==> src/rtl/pipe_ripple_adder.sv <==
// pipe_ripple_adder
//   Pipelined ripple-carry adder. WIDTH-bit operands are cut into SEG_W-bit
//   segments; stage k adds segment k using the carry registered by stage k-1,
//   so the critical path covers only SEG_W bits. Latency is STAGES=WIDTH/SEG_W
//   advancing edges, throughput is one result per cycle. The whole pipe
//   advances together whenever the output is empty or being taken.
//
//   Optional build macro PIPE_RIPPLE_ADDER_SUB_EN adds port in_sub:
//   in_sub=1 computes in_a - in_b (in_a + ~in_b + 1, in_cin ignored) and
//   out_cout=1 then means "no borrow".
//
// Ports
//   clk        rising-edge clock
//   rst_n      asynchronous reset, active low
//   in_valid   operand transaction present
//   in_ready   transaction accepted this cycle (= !out_valid || out_ready)
//   in_a/in_b  operands, WIDTH bits
//   in_cin     carry into bit 0
//   in_sub     subtract select (only with PIPE_RIPPLE_ADDER_SUB_EN)
//   out_valid  result present
//   out_ready  downstream takes the result
//   out_sum    sum, WIDTH bits
//   out_cout   carry out of bit WIDTH-1
//   out_ovf    signed overflow (carry into MSB xor carry out of MSB)

module pipe_ripple_adder #(
    parameter int WIDTH = 32,
    parameter int SEG_W = 8
) (
    input  logic             clk,
    input  logic             rst_n,
    input  logic             in_valid,
    output logic             in_ready,
    input  logic [WIDTH-1:0] in_a,
    input  logic [WIDTH-1:0] in_b,
    input  logic             in_cin,
`ifdef PIPE_RIPPLE_ADDER_SUB_EN
    input  logic             in_sub,
`endif
    output logic             out_valid,
    input  logic             out_ready,
    output logic [WIDTH-1:0] out_sum,
    output logic             out_cout,
    output logic             out_ovf
);

    localparam int STAGES = WIDTH / SEG_W;

    if (SEG_W < 1 || (WIDTH % SEG_W) != 0) begin : g_param_check
        $error("pipe_ripple_adder: WIDTH (%0d) must be a positive multiple of SEG_W (%0d)",
               WIDTH, SEG_W);
    end

    logic             advance;
    logic [WIDTH-1:0] b_eff;
    logic             cin_eff;

    assign advance  = !out_valid || out_ready;
    assign in_ready = advance;

    // Subtraction is folded in at the pipe entry: B is inverted and the
    // carry forced to 1, so later stages only ever see an addition.
`ifdef PIPE_RIPPLE_ADDER_SUB_EN
    assign b_eff   = in_sub ? ~in_b : in_b;
    assign cin_eff = in_sub ? 1'b1 : in_cin;
`else
    assign b_eff   = in_b;
    assign cin_eff = in_cin;
`endif

    for (genvar k = 0; k < STAGES; k++) begin : stg
        logic                     v_in;
        logic                     c_in;
        logic [SEG_W-1:0]         a_seg;
        logic [SEG_W-1:0]         b_seg;
        logic [SEG_W:0]           seg_add;
        logic [(k+1)*SEG_W-1:0]   s_nx;
        logic                     v_q;
        logic                     c_q;
        logic [(k+1)*SEG_W-1:0]   s_q;

        if (k == 0) begin : g_head
            assign v_in  = in_valid;
            assign c_in  = cin_eff;
            assign a_seg = in_a[SEG_W-1:0];
            assign b_seg = b_eff[SEG_W-1:0];
            assign s_nx  = seg_add[SEG_W-1:0];
        end else begin : g_body
            // The lowest still-unused segment of the forwarded operands
            // always sits at bit 0 of the previous stage's skew registers.
            assign v_in  = stg[k-1].v_q;
            assign c_in  = stg[k-1].c_q;
            assign a_seg = stg[k-1].g_fwd.a_q[SEG_W-1:0];
            assign b_seg = stg[k-1].g_fwd.b_q[SEG_W-1:0];
            assign s_nx  = {seg_add[SEG_W-1:0], stg[k-1].s_q};
        end

        assign seg_add = {1'b0, a_seg} + {1'b0, b_seg} + {{SEG_W{1'b0}}, c_in};

        always_ff @(posedge clk or negedge rst_n) begin
            if (!rst_n) begin
                v_q <= 1'b0;
                c_q <= 1'b0;
                s_q <= '0;
            end else if (advance) begin
                v_q <= v_in;
                c_q <= seg_add[SEG_W];
                s_q <= s_nx;
            end
        end

        if (k < STAGES - 1) begin : g_fwd
            localparam int REM_W = WIDTH - (k + 1) * SEG_W;

            logic [REM_W-1:0] a_nx;
            logic [REM_W-1:0] b_nx;
            logic [REM_W-1:0] a_q;
            logic [REM_W-1:0] b_q;

            if (k == 0) begin : g_src
                assign a_nx = in_a[WIDTH-1:SEG_W];
                assign b_nx = b_eff[WIDTH-1:SEG_W];
            end else begin : g_src
                assign a_nx = stg[k-1].g_fwd.a_q[REM_W+SEG_W-1:SEG_W];
                assign b_nx = stg[k-1].g_fwd.b_q[REM_W+SEG_W-1:SEG_W];
            end

            always_ff @(posedge clk or negedge rst_n) begin
                if (!rst_n) begin
                    a_q <= '0;
                    b_q <= '0;
                end else if (advance) begin
                    a_q <= a_nx;
                    b_q <= b_nx;
                end
            end
        end else begin : g_last
            // Carry into the MSB is recovered from the MSB's own sum bit.
            logic msb_cin;
            logic ovf_q;

            assign msb_cin = a_seg[SEG_W-1] ^ b_seg[SEG_W-1] ^ seg_add[SEG_W-1];

            always_ff @(posedge clk or negedge rst_n) begin
                if (!rst_n) begin
                    ovf_q <= 1'b0;
                end else if (advance) begin
                    ovf_q <= msb_cin ^ seg_add[SEG_W];
                end
            end
        end
    end

    assign out_valid = stg[STAGES-1].v_q;
    assign out_sum   = stg[STAGES-1].s_q;
    assign out_cout  = stg[STAGES-1].c_q;
    assign out_ovf   = stg[STAGES-1].g_last.ovf_q;

endmodule

==> config.mk <==
export PLATFORM = sky130hd
export DESIGN_NAME = pipe_ripple_adder
export DESIGN_NICKNAME = d
export VERILOG_FILES = /design/src/rtl/pipe_ripple_adder.sv
export SDC_FILE = /design/constraint.sdc
export NUM_CORES = 1
export LEC_CHECK = 0
export ABC_AREA = 1
export BUFFER_PORTS_ARGS = -buffer_cell sky130_fd_sc_hd__buf_2
export CAP_MARGIN = 20
export CORE_AREA = 2 2 123 125
export DETAILED_ROUTE_END_ITERATION = 8
export DIE_AREA = 0 0 125 127
export HOLD_SLACK_MARGIN = 0.1
export PLACE_DENSITY = 0.79
export SETUP_SLACK_MARGIN = 0.4
export SLEW_MARGIN = 20
export SYNTH_ARGS = -nofsm -noshare
export SYNTH_HDL_FRONTEND = slang
export SYNTH_SLANG_ARGS = --single-unit
export TNS_END_PERCENT = 1
==> constraint.sdc <==
create_clock -name clk -period 2.6 [get_ports clk]
set_input_delay 0.26 -clock clk [delete_from_list [all_inputs] [get_ports clk]]
set_output_delay 0.26 -clock clk [all_outputs]
set_load 0.005 [all_outputs]
==> reports/results.tsv <==
stage	metric	value	unit
run_status	status	completed	
sta	RSZ-0062 raised after global routing	no	
cts	deepest clock path buffer count	2	
synthesis	syn nets	1093	
setup_path	Worst Path Buf+Inv	3	
layout	multi-input combinational cell area	3250	sq um
routing	post-route ant nets	0	
sta	Worst Tran Pin Value	0.781	ns
cts	CTS Sinks	185	
cts	CTS Buf Count	17	
routing	WL/cell	13.4	um
setup_path	CP Max Fanout	44	
placed_design	DPL Wire Length	11.1	mm
setup_path	Crit Path Class	flip-flop to output pin	
setup_path	CP startpoint kind	flip-flop	
sta	Slew headroom	47.9	%
global_routing	vias in the first global route	6315	
power	Pleak	0.00546	uW
hold_path	min-delay worst type	input port to flip-flop	
power	Pint	7410	uW
layout	area delta synth->final	21.6	%
power	sequential power share	41.0	%
power	Peak VDD IR	847	uV
layout	commonest non-fill, non-tap cell in the layout	nand2_1	
die	Rows	44	
routing	via density per instance	5.09	
global_routing	antenna violations before repair	0	
global_routing	largest net degree at the start of global routing	182	
layout	number of fillers in the final layout	1107	
setup_path	WP data arrival	1.75	ns
layout	register area	4630	sq um
sta	Setup Viol. Count Final	0	
sta	Peak Freq	0.497	GHz
setup_path	Slowest-stage cell, CP	dfrtp_1	
die	core area	14400	sq um
cts	H-tree levels	4	
sta	fin. max-slew vios	0	
die	Ports	105	
routing	DRT Pass-1 Iters	5	
synthesis	sequential area share after synthesis	55.8	%
sta	minimum clock period	2.01	ns
layout	fin util	69.9	%
power	switching pwr	4390	uW
power	power density over the cells	1170	nW/um^2
die	Total Die Area	15900	sq um
layout	most frequent cells in the layout	nand2_1, dfrtp_1, buf_2	
cts	worst skew pair latency	0.43	ns
routing	DRC violation count after routing	0	
power	switching part of the total	37.2	%
die	Starting Density	57.5	%
job	max-cap violations	0	
power	Clock Power Share	22.9	%
die	die height	127	um
setup_path	Req. time, crit path	2.34	ns
layout	Ant. Diodes	0	
global_routing	Total GRT Usage	23.3	%
setup_path	crit end category	output pin	
placed_design	port bufs	104	
synthesis	FF+latch count, synth	185	
global_routing	GR Overflow Total	0	
cts	postcts setup bufs	0	
setup_path	CP Cell Sequence	inv_1 > nor2_4 > inv_4 > buf_2	
cts	CTS root buf	clkbuf_16	
global_routing	global-route wire length before repair	30.0	mm
layout	share of layout cells above drive strength 1	12.9	%
sta	skew final	0.00698	ns
setup_path	Reg2Reg Setup Slack	0.61	ns
layout	Final Net Count	1234	
sta	Final Hold Fails	0	
setup_path	Crit path max-delay family	buffers and inverters	
power	Comb pwr share	36.1	%
routing	via count	6745	
cts	CTS clk-pin slew, worst paths	0.06	ns
setup_path	max incr delay on CP	0.36	ns
placed_design	RePlAce Congestion	0.873	
routing	1st-iter DRT viols	462	
die	Die W	125	um
synthesis	Syn Inst Count	988	
sta	fin crit share	77.4	%
synthesis	syn avg cell area	8.40	sq um
cts	CTS tree	done	
synthesis	Synth Cell Area	8300	sq um
routing	DRT Wirelength	17.8	mm
sta	Fin Setup TNS	0	ns
synthesis	post-synthesis cell type count	21	
synthesis	yosys warns	0	
## Yosys cell counts
cell type	number	share of area, %
xor2_1	2	0.21
buf_2	29	1.7
nor2_1	17	0.77
xnor2_1	5	0.53
inv_1	60	2.7
clkbuf_1	10	0.45
fa_1	8	1.9
buf_4	1	0.091
inv_2	1	0.045
a21oi_1	18	1.1
or2_2	4	0.30
dfrtp_1	185	56
nand3_1	26	1.6
o21ai_1	14	0.84
nand4_1	6	0.45
nand2_1	514	23
nor2_4	1	0.14
a31oi_1	1	0.075
o21ai_0	49	3.0
ha_1	28	4.2
nand3b_1	9	0.81
## worst register-to-register path: stages, from the launching register on
cell and delay (ns):
dfrtp_1 0.40, fa_1 0.46, fa_1 0.40, nand2_1 0.09
nand2_1 0.10, nand2_1 0.10, nor2_1 0.05, nor2_1 0.10
nand2_1 0.06, nand3_1 0.07, nand2_1 0.05
## registers in the layout (all words and copies together) (netlist names)
| name | cells |
|---|---|
| out_cout | 1 |
| stg.g_fwd.a_q | 48 |
| stg.c_q | 3 |
| stg.s_q | 48 |
| out_sum | 32 |
| stg.v_q | 3 |
| out_ovf | 1 |
| out_valid | 1 |
| stg.g_fwd.b_q | 48 |
## layer usage
layer | GRT usage (%) | routed length, um
met1 | 34.4 | 8640
met2 | 34.6 | 8000
met3 | 5.32 | 774
met4 | 7.52 | 347
met5 | 0 | 0
## path summary, 6_finish.rpt
check                               startpoint              endpoint  depth (start not counted)
max                                  out_valid              in_ready                          4
min                                  out_ready            stg[1].v_q                          4
max reg2reg                         stg[2].c_q               out_ovf                         10
min reg2reg                stg[1].g_fwd.a_q[8]   stg[2].g_fwd.a_q[0]                          2
max in group asynchronous                rst_n            out_sum[8]                          3
min in group asynchronous                rst_n  stg[0].g_fwd.a_q[13]                          2
## power groups by stage
stage | Combinational (uW) | Clock, uW | Sequential, uW
after floorplan | 3010 | 0 | 4720
after global placement | 3990 | 0 | 4820
after detailed placement | 4130 | 0 | 4860
after CTS | 4260 | 2740 | 4830
after global routing | 4910 | 2870 | 4990
final | 4260 | 2700 | 4840
## repair_timing
action	in CTS	in global routing
resized for setup	0	0
endpoints found under the hold margin	105	0
hold buffers	50	0
## cell type report
cell class	count	area share, %
sequential	185	45.9
clock buffer	20	4.43
inverter	61	2.30
timing repair buffer	162	11.2
clock inverter	11	1.71
tap	184	2.28
multi-input combinational	702	32.2
## through the flow
| step | instances | hold slack, ns | setup WS (ns) | power (uW) | instance area (sq um) |
|---|---|---|---|---|---|
| floorplan | 988 | -0.0356 | 0.750 | 7730 | 8300 |
| global placement | 1244 | 0.259 | 0.645 | 8810 | 8970 |
| detailed placement | 1244 | 0.261 | 0.634 | 9000 | 8970 |
| CTS | 1325 | 0.174 | 0.603 | 11800 | 10100 |
| global route | 1325 | 0.198 | 0.446 | 12800 | 10100 |
| finish | 1325 | 0.180 | 0.588 | 11800 | 10100 |
## cell families (layout without fill, tap and decap cells)
kind of cell / after synthesis / after routing / share of synthesized area, %
simple gates: 577 / 577 / 27.3
flops: 185 / 185 / 55.8
buf+inv: 101 / 254 / 5.05
compound gates: 82 / 82 / 4.96
fa+ha+maj: 36 / 36 / 6.15
xor+xnor: 7 / 7 / 0.739
No activity file was read; power rests on OpenSTA's default activity.
